$ cat config.mk
export PLATFORM = sky130hd
export DESIGN_NAME = mem_access_ctrl
export DESIGN_NICKNAME = d
export VERILOG_FILES = /design/src/rtl/mem_ctrl_pkg.sv /design/src/rtl/mem_load_ext.sv /design/src/rtl/mem_access_ctrl.sv
export SDC_FILE = /design/constraint.sdc
export NUM_CORES = 1
export LEC_CHECK = 0
export CORE_ASPECT_RATIO = 1.1
export CORE_MARGIN = 1
export CORE_UTILIZATION = 47
export CTS_CLUSTER_DIAMETER = 50
export DETAILED_ROUTE_END_ITERATION = 10
export GPL_ROUTABILITY_DRIVEN = 0
export GPL_TIMING_DRIVEN = 0
export PLACE_DENSITY_LB_ADDON = 0.3
export SYNTH_ARGS = -nofsm -noshare
export SYNTH_HDL_FRONTEND = slang
export SYNTH_SLANG_ARGS = --single-unit
$ cat constraint.sdc
create_clock -name clk -period 3.9 [get_ports clk]
set_clock_uncertainty 0.2 [all_clocks]
set_input_delay 0.78 -clock clk [delete_from_list [all_inputs] [get_ports clk]]
set_output_delay 0.78 -clock clk [all_outputs]
set_load 0.02 [all_outputs]
$ cat src/rtl/mem_ctrl_pkg.sv
// Shared types and constants for the memory access controller and the
// core writeback path (load extension).
package mem_ctrl_pkg;

  typedef enum logic [2:0] {
    ST_IDLE    = 3'd0,
    ST_RD_ADDR = 3'd1,
    ST_RD_DATA = 3'd2,
    ST_WR      = 3'd3,
    ST_ERR     = 3'd4
  } state_e;

  localparam logic [2:0] F3_B  = 3'd0;
  localparam logic [2:0] F3_H  = 3'd1;
  localparam logic [2:0] F3_W  = 3'd2;
  localparam logic [2:0] F3_BU = 3'd4;
  localparam logic [2:0] F3_HU = 3'd5;

  localparam int unsigned NUM_LANES = 4;

  // Lane k carries the byte at (address + k).
  typedef logic [7:0] byte_lane_t [0:NUM_LANES-1];

  function automatic logic f3_legal(input logic we, input logic [2:0] f3);
    if (we) begin
      return (f3 == F3_B) || (f3 == F3_H) || (f3 == F3_W);
    end
    return (f3 == F3_B) || (f3 == F3_H) || (f3 == F3_W) ||
           (f3 == F3_BU) || (f3 == F3_HU);
  endfunction

endpackage

$ cat src/rtl/mem_load_ext.sv
// RISC-V load extension: selects byte/half/word from the lanes and sign- or
// zero-extends by funct3. Unknown funct3 yields zero.
module mem_load_ext
  import mem_ctrl_pkg::*;
(
  input  logic [2:0]  funct3_i,
  input  byte_lane_t  lanes_i,
  output logic [31:0] data_o
);

  always_comb begin
    data_o = '0;
    case (funct3_i)
      F3_B:    data_o = {{24{lanes_i[0][7]}}, lanes_i[0]};
      F3_H:    data_o = {{16{lanes_i[1][7]}}, lanes_i[1], lanes_i[0]};
      F3_W:    data_o = {lanes_i[3], lanes_i[2], lanes_i[1], lanes_i[0]};
      F3_BU:   data_o = {24'h0, lanes_i[0]};
      F3_HU:   data_o = {16'h0, lanes_i[1], lanes_i[0]};
      default: data_o = '0;
    endcase
  end

endmodule

$ cat src/rtl/mem_access_ctrl.sv
// Shares the byte-lane data memory between instruction fetch and load/store,
// with round-robin arbitration and read-modify-write for SB/SH.
module mem_access_ctrl
  import mem_ctrl_pkg::*;
#(
  parameter int unsigned ADDR_W      = 32,
  parameter int unsigned FETCH_FIRST = 0
) (
  input  logic              clk,
  input  logic              rst_b,
  input  logic              if_req_valid,
  output logic              if_req_ready,
  input  logic [ADDR_W-1:0] if_addr,
  output logic              if_resp_valid,
  output logic [31:0]       if_rdata,
  input  logic              d_req_valid,
  output logic              d_req_ready,
  input  logic              d_we,
  input  logic [2:0]        d_funct3,
  input  logic [ADDR_W-1:0] d_addr,
  input  logic [31:0]       d_wdata,
  output logic              d_resp_valid,
  output logic [31:0]       d_rdata,
  output logic              d_err,
  output logic [ADDR_W-1:0] mem_addr,
  output logic              mem_write_en,
  output byte_lane_t        mem_data_in,
  input  byte_lane_t        mem_data_out
);

  state_e            state_q, state_d;
  logic              last_fetch_q, last_fetch_d;
  logic              is_fetch_q, is_fetch_d;
  logic              store_q, store_d;
  logic [2:0]        funct3_q, funct3_d;
  logic [15:0]       sdata_q, sdata_d;
  logic [ADDR_W-1:0] mem_addr_q, mem_addr_d;
  logic              mem_we_q, mem_we_d;
  logic [31:0]       mem_wdata_q, mem_wdata_d;
  logic              if_resp_q, if_resp_d;
  logic [31:0]       if_rdata_q, if_rdata_d;
  logic              d_resp_q, d_resp_d;
  logic [31:0]       d_rdata_q, d_rdata_d;
  logic              d_err_q, d_err_d;

  logic              grant_if;
  logic [31:0]       ext_data;
  logic [31:0]       rd_word;

  // On a tie the requester that did not win last time is granted.
  assign grant_if     = if_req_valid && (!d_req_valid || !last_fetch_q);
  assign if_req_ready = rst_b && (state_q == ST_IDLE) && grant_if;
  assign d_req_ready  = rst_b && (state_q == ST_IDLE) && d_req_valid && !grant_if;

  mem_load_ext u_load_ext (
    .funct3_i (funct3_q),
    .lanes_i  (mem_data_out),
    .data_o   (ext_data)
  );

  always_comb begin
    rd_word = '0;
    for (int unsigned k = 0; k < NUM_LANES; k++) begin
      rd_word[8*k +: 8]  = mem_data_out[k];
      mem_data_in[k]     = mem_wdata_q[8*k +: 8];
    end
  end

  always_comb begin
    state_d      = state_q;
    last_fetch_d = last_fetch_q;
    is_fetch_d   = is_fetch_q;
    store_d      = store_q;
    funct3_d     = funct3_q;
    sdata_d      = sdata_q;
    mem_addr_d   = mem_addr_q;
    mem_we_d     = 1'b0;
    mem_wdata_d  = mem_wdata_q;
    if_resp_d    = 1'b0;
    if_rdata_d   = '0;
    d_resp_d     = 1'b0;
    d_rdata_d    = '0;
    d_err_d      = 1'b0;

    case (state_q)
      ST_IDLE: begin
        if (if_req_ready) begin
          state_d      = ST_RD_ADDR;
          last_fetch_d = 1'b1;
          is_fetch_d   = 1'b1;
          store_d      = 1'b0;
          funct3_d     = F3_W;
          mem_addr_d   = if_addr;
        end else if (d_req_ready) begin
          last_fetch_d = 1'b0;
          is_fetch_d   = 1'b0;
          store_d      = d_we;
          funct3_d     = d_funct3;
          sdata_d      = d_wdata[15:0];
          // Illegal requests never touch the memory address or strobe.
          if (!f3_legal(d_we, d_funct3)) begin
            state_d = ST_ERR;
          end else begin
            mem_addr_d = d_addr;
            if (d_we && (d_funct3 == F3_W)) begin
              state_d     = ST_WR;
              mem_we_d    = 1'b1;
              mem_wdata_d = d_wdata;
            end else begin
              state_d = ST_RD_ADDR;
            end
          end
        end
      end
      ST_RD_ADDR: state_d = ST_RD_DATA;
      ST_RD_DATA: begin
        state_d = ST_IDLE;
        if (store_q) begin
          // Sub-word store: keep the upper lanes just read, replace the low ones.
          mem_wdata_d = {rd_word[31:16],
                         (funct3_q == F3_H) ? sdata_q[15:8] : rd_word[15:8],
                         sdata_q[7:0]};
          mem_we_d    = 1'b1;
          state_d     = ST_WR;
        end else if (is_fetch_q) begin
          if_resp_d  = 1'b1;
          if_rdata_d = ext_data;
        end else begin
          d_resp_d  = 1'b1;
          d_rdata_d = ext_data;
        end
      end
      ST_WR: begin
        d_resp_d = 1'b1;
        state_d  = ST_IDLE;
      end
      ST_ERR: begin
        d_resp_d = 1'b1;
        d_err_d  = 1'b1;
        state_d  = ST_IDLE;
      end
      default: state_d = ST_IDLE;
    endcase
  end

  // Every register, including the write strobe, clears asynchronously so a
  // store in flight at reset is abandoned without a response.
  always_ff @(posedge clk or negedge rst_b) begin
    if (!rst_b) begin
      state_q      <= ST_IDLE;
      last_fetch_q <= (FETCH_FIRST == 0);
      is_fetch_q   <= 1'b0;
      store_q      <= 1'b0;
      funct3_q     <= '0;
      sdata_q      <= '0;
      mem_addr_q   <= '0;
      mem_we_q     <= 1'b0;
      mem_wdata_q  <= '0;
      if_resp_q    <= 1'b0;
      if_rdata_q   <= '0;
      d_resp_q     <= 1'b0;
      d_rdata_q    <= '0;
      d_err_q      <= 1'b0;
    end else begin
      state_q      <= state_d;
      last_fetch_q <= last_fetch_d;
      is_fetch_q   <= is_fetch_d;
      store_q      <= store_d;
      funct3_q     <= funct3_d;
      sdata_q      <= sdata_d;
      mem_addr_q   <= mem_addr_d;
      mem_we_q     <= mem_we_d;
      mem_wdata_q  <= mem_wdata_d;
      if_resp_q    <= if_resp_d;
      if_rdata_q   <= if_rdata_d;
      d_resp_q     <= d_resp_d;
      d_rdata_q    <= d_rdata_d;
      d_err_q      <= d_err_d;
    end
  end

  assign mem_addr      = mem_addr_q;
  assign mem_write_en  = mem_we_q;
  assign if_resp_valid = if_resp_q;
  assign if_rdata      = if_rdata_q;
  assign d_resp_valid  = d_resp_q;
  assign d_rdata       = d_rdata_q;
  assign d_err         = d_err_q;

endmodule

# Yosys cells after proc, flatten, opt, wreduce, memory -nomap -nowiden
# Cells that the tools add are included.
# totals
ff_bits,157
latch_bits,0
ramBits,0
rom_bits,0
wordCells,109
n_memories,0
# op_classes
n_addsub,0
multipliers,0
div_mod_pow,0
n_lt_le_gt_ge,0
n_eq_ne,18
shifts,0
mux,51
bitwise,1
reduce_logical,25
# op_table
cell,n
$mux W32,14
$pmux W32 S5,1
$pmux W32 S2,1
$mux W1,24
$eq A3 B3 Y1 const B,5
$mux W3,5
$eq A3 B2 Y1 const B,4
$eq A3 B1 Y1 const B,3
$logic_not A3 Y1,3
$pmux W3 S3,1
$mux W8,1
$logic_and A1 B1 Y1,6
$ne A2 B2 Y1 const B,3
$reduce_and A3 Y1,2
$reduce_and A6 Y1,1
$reduce_bool A2 Y1,3
$logic_or A1 B1 Y1,5
$mux W2,2
$ne A2 B1 Y1 const B,2
$pmux W1 S2,2
$logic_not A1 Y1,3
$ne A3 B3 Y1 const B,1
$reduce_and A2 Y1,1
$reduce_or A2 Y1,1
$not A1 Y1,1

# Depth between registers and ports, before layout
# Gate-level depths: netlist of the first run.
# depth
word_depth,16
depth_mapped,6

# Cells and area by module
# A second synthesis of the first run with hierarchy kept.
# unflattened
hier_cells,524
hier_area_um2,7043.0
# modules_own_cells
module,instances,cells_each,area_each_um2,seq_area_each_um2
mem_access_ctrl,1,453,6449.9,3930.0
mem_load_ext,1,71,593.1,0.0

# Least setup slack after synthesis of the first run
# No wires, ideal clock.
# synth_path
path_type,in2out
startpoint,input port rst_b
endpoint,output port d_req_ready
arrival_time_ns,1.619
required_ns,2.920
slack_ns,1.301
stages,5
n_path_buf,1
cell_sequence,nor4b_4 -> o21a_1 -> nand2_1 -> inv_1 -> buf_4
# synth_via
elab_chain_len,3
# synth_lines
item,line,rtl
from (decl),mem_access_ctrl.sv:10,"input logic rst_b,"
$logic_and A1 B1 Y1 (3 in a row),mem_access_ctrl.sv:53,assign d_req_ready = rst_b && (state_q == ST_IDLE) && d_req_valid && !grant_if;
to (decl),mem_access_ctrl.sv:17,"output logic d_req_ready,"
# No other way between the ends.

# Worst setup path after layout of the first run
# Ends and elaborated chain as after synthesis.

==> impl_metrics.ini, run 1 <==
[floorplanning]
die_h_um = 128.2
die-area_sq_um = 14960
die_w_um = 116.7
start_util_pct = 48.72
ios = 270
rows = 45
core_sq_um = 13960

[setup_path]
critical_path.slowest_cell = clkdlybuf4s50_1
endpoint_kind = output port
crit_buf_inv = 4
worst_r2r_path_depth = 5
cp.arrival_ns = 2.76
reg2reg_from = state_q[1]$_DFFE_PN0P_
critical_path_class = input pin to output port
r2r_slack_ns = 1.46
critical_path_required_ns = 2.92
r2r-end = mem_wdata_q[18]$_DFFE_PN0P_
crit_cells = 7
critPathLaunch = rst_b
path_max_fanout = 67
path_delay_family = buffers and inverters
worstSetupStartpointType = input pin
worstPathCellList = buf_12 -> nor4b_4 -> o21a_1 -> nand2_1 -> inv_1 -> buf_4 -> clkdlybuf4s50_1
max_stage_delay_ns = 0.66

[place]
dp_hpwl_um = 13410
place_area_sq_um = 9759
dp_cells = 965
port_buffers = 269

[sta]
hold_viol = 0
setup_viol = 0
finalSetupTns_ns = 0
grt_setup_unrepaired = no
fin_crit_ns = 3.742
maxSlewViolCount = 0
period_share_pct = 95.96
worst_hold_slack_ns = 0.03034
tightest_slew_ns = 0.8587
worst_slew_margin_rel_pct = 42.63
clock.fmax_mhz = 267.2

[flow_run]
cap_viol_max_count = 0

[cells_and_area]
fill_cells = 980
synthToLayoutAreaGrowth_pct = 52.27
utilization_pct = 74.18
num_antenna_cells = 0
regArea_sq_um = 3930
fin_nets = 933
multi_input_area_sq_um = 2680
drive_above_1_share_pct = 24.10
stdcell_count = 993
final_cell_area_sq_um = 10360

[global_routing]
grtUsageMet2_pct = 44.59
antenna_found_initial = 0
first_global_vias = 5516
groute.usage.overall_pct = 25.38
grt_pass1_wl_um = 28210
grtUsageMet1_pct = 28.15
top_usage_layer = met2
grt_max_degree = 95
grt-ovfl-total = 0
use_met3_pct = 7.754

[synth]
synth_ff_type = dfrtp_1
syn_nets = 643
syn_inst = 507
seq_area_frac_synth_pct = 57.77
synth_edf_count = 0
synth.cell_area_sq_um = 6803
yosys-top-cells-count = 156 x dfrtp_1, 82 x mux2_2, 58 x a21oi_1
yosysMostFrequentCell = dfrtp_1
ys_warn_count = 0
synth_top_area_cell = dfrtp_1
yosysTopAreaCellShare_pct = 57.38
ys_seq_elements = 157
synth.avg_cell_area_sq_um = 13.42
synth.area.top_cells = dfrtp_1 57%, mux2_2 14%, mux2_4 12%
synth_cell_types = 39
async_flop_share_pct = 100.0

[cts]
holdBufCountCts = 0
cts.htree.levels = 4
cts_buffer_depth = 2
numCtsBuffers = 17
clock_sinks = 157
cts-root-buf = clkbuf_16
clk_latency_ns = 0.43
cts_tree = yes
clk_pin_slew_worst_paths_ns = 0.06

[drt]
vias = 5112
ant_nets = 0
drc = 0
routed_via_density = 5.148
post_drt_wl_per_cell_um = 18.55
firstDrtPassIters = 4
drt_wl_total_um = 18420
drt_iter0_drc = 283

[status]
status = completed

[pwr]
powerDensity_nw_per_um2 = 700.3
ir_drop_v = 0.0004927
p_leak_uw = 0.004604

[worst_hold_path]
hold_path_class = input pin to async pin
sequential cells by signal, summed over array words and instances (netlist names):
signal / flops
d_err: 1
d_rdata: 32
d_resp_valid: 1
funct3_q: 3
if_rdata: 32
if_resp_valid: 1
is_fetch_q: 1
last_fetch_q: 1
mem_addr: 32
mem_wdata_q: 32
mem_write_en: 1
sdata_q: 16
state_q: 3
store_q: 1
power by group:
group / leakage [uW] / internal, uW / total [uW] / switching (uW)
Clock: 0.000287 / 1040 / 1660 / 618
Sequential: 0.00199 / 2160 / 2450 / 295
Combinational: 0.00232 / 1640 / 3140 / 1500
layout by cell type (no fill, tap or decap), drive strengths merged:
cell type	Yosys	layout
clkdlybuf4s50	0	268
dfrtp	156	156
mux2	136	136
a21oi	58	58
nor2	43	43
nand2	40	40
clkbuf	9	30
buf	19	22
mux2i	8	8
inv	7	8
o21ai	4	4
a22o	3	3
bufinv	0	3
nor3b	3	3
nand3	3	3
a211o	2	2
or3b	2	2
nand4	2	2
clkinv	0	2
nor4b	1	1
a21boi	1	1
o21a	1	1
nor3	1	1
o211ai	1	1
nand2b	1	1
or2	1	1
a31o	1	1
o311ai	1	1
a311oi	1	1
o22a	1	1
dfstp	1	1
metal layers:
layer  share of wire, %  wire (um)  vias up
met4                3.0        554        0
li1                   -          -     2340
met5                  0          0        -
met3                6.8       1259       42
met2                 54       9939      205
met1                 36       6670     2525
worst reg2reg max path: cells and delay by family, from the launching register on:
kind                   cells  cell delay (ns)
and+or+nand+nor            2             0.68
DFF                        1             0.49
muxes                      1             0.39
buffers and inverters      1             0.38
AOI/OAI and AO/OA          1             0.18
stage by stage:
stage               total power (uW)  worst slack, ns
finish                          7254           0.1577
global route                    7596          0.02045
CTS                             7296          0.04883
detailed placement              5600          -0.1341
global placement                5518           -5.585
floorplan                       4241            1.301
area by class of cell:
| class | count | share of cell area (%) |
|---|---|---|
| sequential | 157 | 37.94 |
| multi-input combinational | 315 | 25.87 |
| buffer | 28 | 1.606 |
| clock buffer | 21 | 4.542 |
| clock inverter | 6 | 1.087 |
| inverter | 7 | 0.2537 |
| tap | 188 | 2.271 |
| timing repair buffer | 271 | 26.43 |
kinds of logic (layout without fill, tap and decap cells):
| family | count (synthesis) | count (layout) | share of synthesized area (%) |
|---|---|---|---|
| DFF | 157 | 157 | 57.77 |
| muxes | 144 | 144 | 26.67 |
| and+or+nand+nor | 97 | 97 | 6.621 |
| AOI/OAI and AO/OA | 74 | 74 | 6.107 |
| buffers and inverters | 35 | 333 | 2.832 |
worst max path at each step:
| stage | end | slack [ns] |
|---|---|---|
| finish | d_req_ready | 0.16 |
| global route | d_req_ready | 0.02 |
| CTS | d_req_ready | 0.05 |
| detailed placement | d_req_ready | -0.13 |
| global placement | d_req_ready | -5.59 |
| floorplan | d_req_ready | 1.30 |
repair_timing:
| action | CTS | global route |
|---|---|---|
| gates resized for setup | 2 | 1 |
| endpoints found under the setup margin | 1 | 1 |
| pin swaps | 0 | 0 |
| buffers inserted | 0 | 1 |
Power figures use the tool's default switching activity.
==> run 2, diff against run 1 <==
- PLACE_DENSITY: default -> 0.86
- PLACE_DENSITY_LB_ADDON: 0.3 -> default
- SLEW_MARGIN: default -> 20
==> run 2 against run 1 <==
Register-to-register slack lost 0.02 ns. Worst setup slack lost 0.016 ns. Worst hold slack lost 0.0071 ns. Largest power group unchanged. Highest routed layer unchanged.
==> impl_metrics.ini, run 2 (synthesis gave the netlist of run 1 again) <==
[status]
status = completed

[cells_and_area]
fill_cells = 931
utilization_pct = 74.55
multi_input_area_sq_um = 2680
num_antenna_cells = 0
final_cell_mix = 268 x clkdlybuf4s50_1, 156 x dfrtp_1, 82 x mux2_2
regArea_sq_um = 3930
fin_nets = 933
stdcell_count = 998
layout_commonest_cell = clkdlybuf4s50_1
drive_above_1_share_pct = 24.44
synthToLayoutAreaGrowth_pct = 53.03

[sta]
period_share_pct = 96.36
fin_ws_ns = 0.1419
setup_viol = 0
worst_slew_margin_rel_pct = 43.04
tightest_slew_ns = 0.8487
finalSetupTns_ns = 0
worst_hold_slack_ns = 0.02325
grt_setup_unrepaired = no
maxSlewViolCount = 0
fin_crit_ns = 3.758
hold_viol = 0
clock.fmax_mhz = 266.1

[global_routing]
grtUsageMet2_pct = 45.84
top_usage_layer = met2
groute.usage.overall_pct = 27.20
grt-ovfl-total = 0
first_global_vias = 5558
grt_max_degree = 107
antenna_found_initial = 0
grtUsageMet1_pct = 31.45
use_met3_pct = 7.423
grt_pass1_wl_um = 29810

[drt]
drc = 0
routed_via_density = 5.149
drt_iter0_drc = 281
drt_wl_total_um = 19650
post_drt_wl_per_cell_um = 19.69
firstDrtPassIters = 4
ant_nets = 0
vias = 5139

[setup_path]
worstSetupStartpointType = input pin
critical_path_class = input pin to output port
cp.arrival_ns = 2.78
critical_path.slowest_cell = clkdlybuf4s50_1
worstPathCellList = buf_12 -> nor4b_4 -> o21a_1 -> nand2_1 -> inv_1 -> buf_4 -> clkdlybuf4s50_1
critical_path_required_ns = 2.92
path_max_fanout = 55
endpoint_kind = output port
path_delay_family = buffers and inverters
crit_buf_inv = 4
max_stage_delay_ns = 0.65

[floorplanning]
core_sq_um = 13960
start_util_pct = 48.72
ios = 270
rows = 45
die-area_sq_um = 14960
die_w_um = 116.7
die_h_um = 128.2

[place]
port_buffers = 269
dp_hpwl_um = 14580
dp_slack_ns = 0.02523
dp_cells = 965

[pwr]
ir_drop_v = 0.0004436
powerDensity_nw_per_um2 = 708.8
p_leak_uw = 0.004628

[cts]
clock_sinks = 157
cts_tree = yes
cts_buffer_depth = 2
clk_latency_ns = 0.42
cts.htree.levels = 4
clk_pin_slew_worst_paths_ns = 0.06
holdBufCountCts = 0
numCtsBuffers = 17
cts-root-buf = clkbuf_16

[worst_hold_path]
hold_path_class = input pin to async pin

[flow_run]
cap_viol_max_count = 0
run 2: changes by cell type in the layout (fill, tap and decap cells not counted):
cell | previous run | this run
bufinv_16 | 3 | 4
clkbuf_1 | 10 | 11
clkinv_2 | 1 | 3
clkinvlp_4 | 0 | 1
run 2: final timing paths:
kind | depth (start not counted) | to | from | slack, ns
min | 1 | if_rdata[1]$_DFF_PN0_ | rst_b | 0.02
max reg2reg | 5 | mem_wdata_q[7]$_DFFE_PN0P_ | state_q[1]$_DFFE_PN0P_ | 1.44
max | 7 | d_req_ready | rst_b | 0.14
min in group clk | 2 | last_fetch_q$_DFFE_PN1P_ | last_fetch_q$_DFFE_PN1P_ | 0.28
min reg2reg | 2 | last_fetch_q$_DFFE_PN1P_ | last_fetch_q$_DFFE_PN1P_ | 0.28
max in group asynchronous | 2 | sdata_q[4]$_DFFE_PN0P_ | rst_b | 2.68
run 2: final cells by class:
type | count | share of cell area [%]
repair buffers | 271 | 26.30
clock buffers | 22 | 4.555
clock inverters | 10 | 1.538
flip-flops and latches | 157 | 37.75
well taps | 188 | 2.260
inverters | 7 | 0.2524
multi-input cells | 315 | 25.75
plain buffers | 28 | 1.599
run 2: stage by stage:
step	power, uW	cell area (sq um)
2_1_floorplan	4241	6803
3_3_place_gp	5503	9731
4_1_cts	7423	10400
5_1_grt	7728	10410
6_report	7379	10410
3_5_place_dp	5620	9763
run 2: power breakdown:
group	internal [uW]	switching, uW	total [uW]
logic	1640	1510	3150
clock network	1120	639	1760
registers	2160	306	2460
run 2: repair_timing:
item | in CTS | in global routing
setup buffers | 0 | 1
gates resized for setup | 0 | 2
setup endpoints to repair | 0 | 1
run 2: worst reg2reg max path, delay by kind of cell, from the launching register on:
family / cells / cell delay (ns)
and+or+nand+nor: 2 / 0.69
DFF: 1 / 0.52
muxes: 1 / 0.38
buffers and inverters: 1 / 0.35
AOI/OAI and AO/OA: 1 / 0.20
run 2: metal layers:
layer  vias to the layer above  routed length [um]
met3                        50                1134
met4                         0                 725
met5                         -                   0
li1                       2343                   -
met2                       187               10470
met1                      2559                7325
==> run 3, diff against run 2 <==
- SLEW_MARGIN: 20 -> default
==> run 3 against run 2 <==
Design area fell by 0.16%. Count of clock-buffer cells in the layout fell by 1. Critical path depth did not move. Worst setup slack improved by 0.023 ns. Clock power fell by 3%. Die area did not move. Non-clock buffer count did not move. Sequential power barely moved. Maximum frequency rose by 0.60%. Worst hold slack got worse by 0.0021 ns. First-iteration DRC count fell by 17%. Highest routed layer unchanged.
==> impl_metrics.ini, run 3 (synthesis gave the netlist of run 1 again) <==
[cells_and_area]
num_antenna_cells = 0
drive_above_1_share_pct = 24.60
stdcell_count = 997
fill_cells = 951
final_cell_mix = 268 x clkdlybuf4s50_1, 156 x dfrtp_1, 82 x mux2_2
fin_nets = 933
layout_commonest_cell = clkdlybuf4s50_1
synthToLayoutAreaGrowth_pct = 52.79
final_cell_area_sq_um = 10390

[setup_path]
path_max_fanout = 10
crit_buf_inv = 4
cp.arrival_ns = 2.76
critical_path_class = input pin to output port
path_delay_family = buffers and inverters
endpoint_kind = output port
critical_path.slowest_cell = clkdlybuf4s50_1
crit_cells = 7
worstSetupStartpointType = input pin
max_stage_delay_ns = 0.65
worstPathCellList = clkdlybuf4s50_1 -> a21boi_1 -> nand2_4 -> nand2_1 -> inv_1 -> buf_4 -> clkdlybuf4s50_1
path_common_cell = clkdlybuf4s50_1
critical_path_required_ns = 2.92
worst_r2r_path_depth = 5

[drt]
drc = 0
vias = 5160
firstDrtPassIters = 4
post_drt_wl_per_cell_um = 19.65
ant_nets = 0
drt_wl_total_um = 19590
drt_iter0_drc = 234
routed_via_density = 5.176

[pwr]
ir_drop_v = 0.0003927
powerDensity_nw_per_um2 = 705.1
p_leak_uw = 0.004618

[cts]
clock_sinks = 157
cts_tree = yes
cts-root-buf = clkbuf_16
clk_latency_ns = 0.42
numCtsBuffers = 17
cts.htree.levels = 4
clk_pin_slew_worst_paths_ns = 0.06
holdBufCountCts = 0
cts_buffer_depth = 2

[global_routing]
grtUsageMet1_pct = 31.26
grt_max_degree = 108
grtUsageMet2_pct = 46.29
top_usage_layer = met2
use_met3_pct = 6.809
grt-ovfl-total = 0
antenna_found_initial = 0
first_global_vias = 5559
grt_pass1_wl_um = 29730
groute.usage.overall_pct = 27.12

[sta]
grt_setup_unrepaired = no
hold_viol = 0
period_share_pct = 95.78
fin_crit_ns = 3.736
maxSlewViolCount = 0
clock.fmax_mhz = 267.7
tightest_slew_ns = 0.8261
setup_viol = 0
worst_slew_margin_rel_pct = 44.56

[place]
dp_cells = 965
dp_hpwl_um = 14540
port_buffers = 269
place_area_sq_um = 9759

[floorplanning]
die_h_um = 128.2
rows = 45
core_sq_um = 13960
die-area_sq_um = 14960
die_w_um = 116.7
ios = 270
start_util_pct = 48.72

[worst_hold_path]
hold_path_class = input pin to async pin

[status]
status = completed

[flow_run]
cap_viol_max_count = 0
## run 3: worst paths after layout
path	startpoint	slack, ns	end
worst min register to register	last_fetch_q$_DFFE_PN1P_	0.29	last_fetch_q$_DFFE_PN1P_
worst max register to register	state_q[1]$_DFFE_PN0P_	1.45	mem_wdata_q[2]$_DFFE_PN0P_
max in group asynchronous	rst_b	2.67	mem_wdata_q[8]$_DFFE_PN0P_
min in group clk	last_fetch_q$_DFFE_PN1P_	0.29	last_fetch_q$_DFFE_PN1P_
worst max-delay path	d_req_valid	0.16	d_req_ready
worst min-delay path	rst_b	0.02	if_rdata[4]$_DFF_PN0_
## run 3: where the power goes
| part | switching (uW) | total (uW) | leakage, uW | internal, uW |
|---|---|---|---|---|
| combinational | 1510 | 3160 | 0.00232 | 1640 |
| sequential | 306 | 2460 | 0.00199 | 2160 |
| clock | 639 | 1710 | 0.000301 | 1070 |
| total | 2460 | 7330 | 0.00462 | 4870 |
## run 3: area by class of cell
type                            count  area (sq um)  area share [%]
Inverter                            7         26.28          0.2528
Sequential cell                   157          3930           37.81
Clock buffer                       21         480.5           4.623
Clock inverter                     10         137.6           1.324
Timing Repair Buffer              271          2738           26.34
Tap cell                          188         235.2           2.263
Buffer                             28         166.4           1.601
Multi-Input combinational cell    315          2680           25.79
## run 3: routing by layer
layer | vias to the layer above | part of all wire, %
li1 | 2349 | -
met2 | 195 | 53
met5 | - | 0
met3 | 47 | 5.4
met1 | 2569 | 38
met4 | 0 | 3.7
## run 3: repair_timing
action                                  CTS  global route
endpoints found under the setup margin    1             1
setup buffers                             0             1
pin swaps                                 0             0
gates resized for setup                   1             2
gates cloned                              0             0
## run 3: stage by stage
step           utilization (%)  setup slack [ns]  setup TNS [ns]  hold WS [ns]  total power, uW
2_1_floorplan                -             1.301               0        0.2449             4241
3_3_place_gp             69.69            -5.492        -1060.64        0.2562             5503
3_5_place_dp             69.89          -0.04952        -0.04952        0.2699             5617
4_1_cts                  74.35           0.01943               0       0.06145             7362
5_1_grt                  74.44           0.09527               0       0.03130             7668
6_report                 74.44            0.1645               0       0.02117             7328
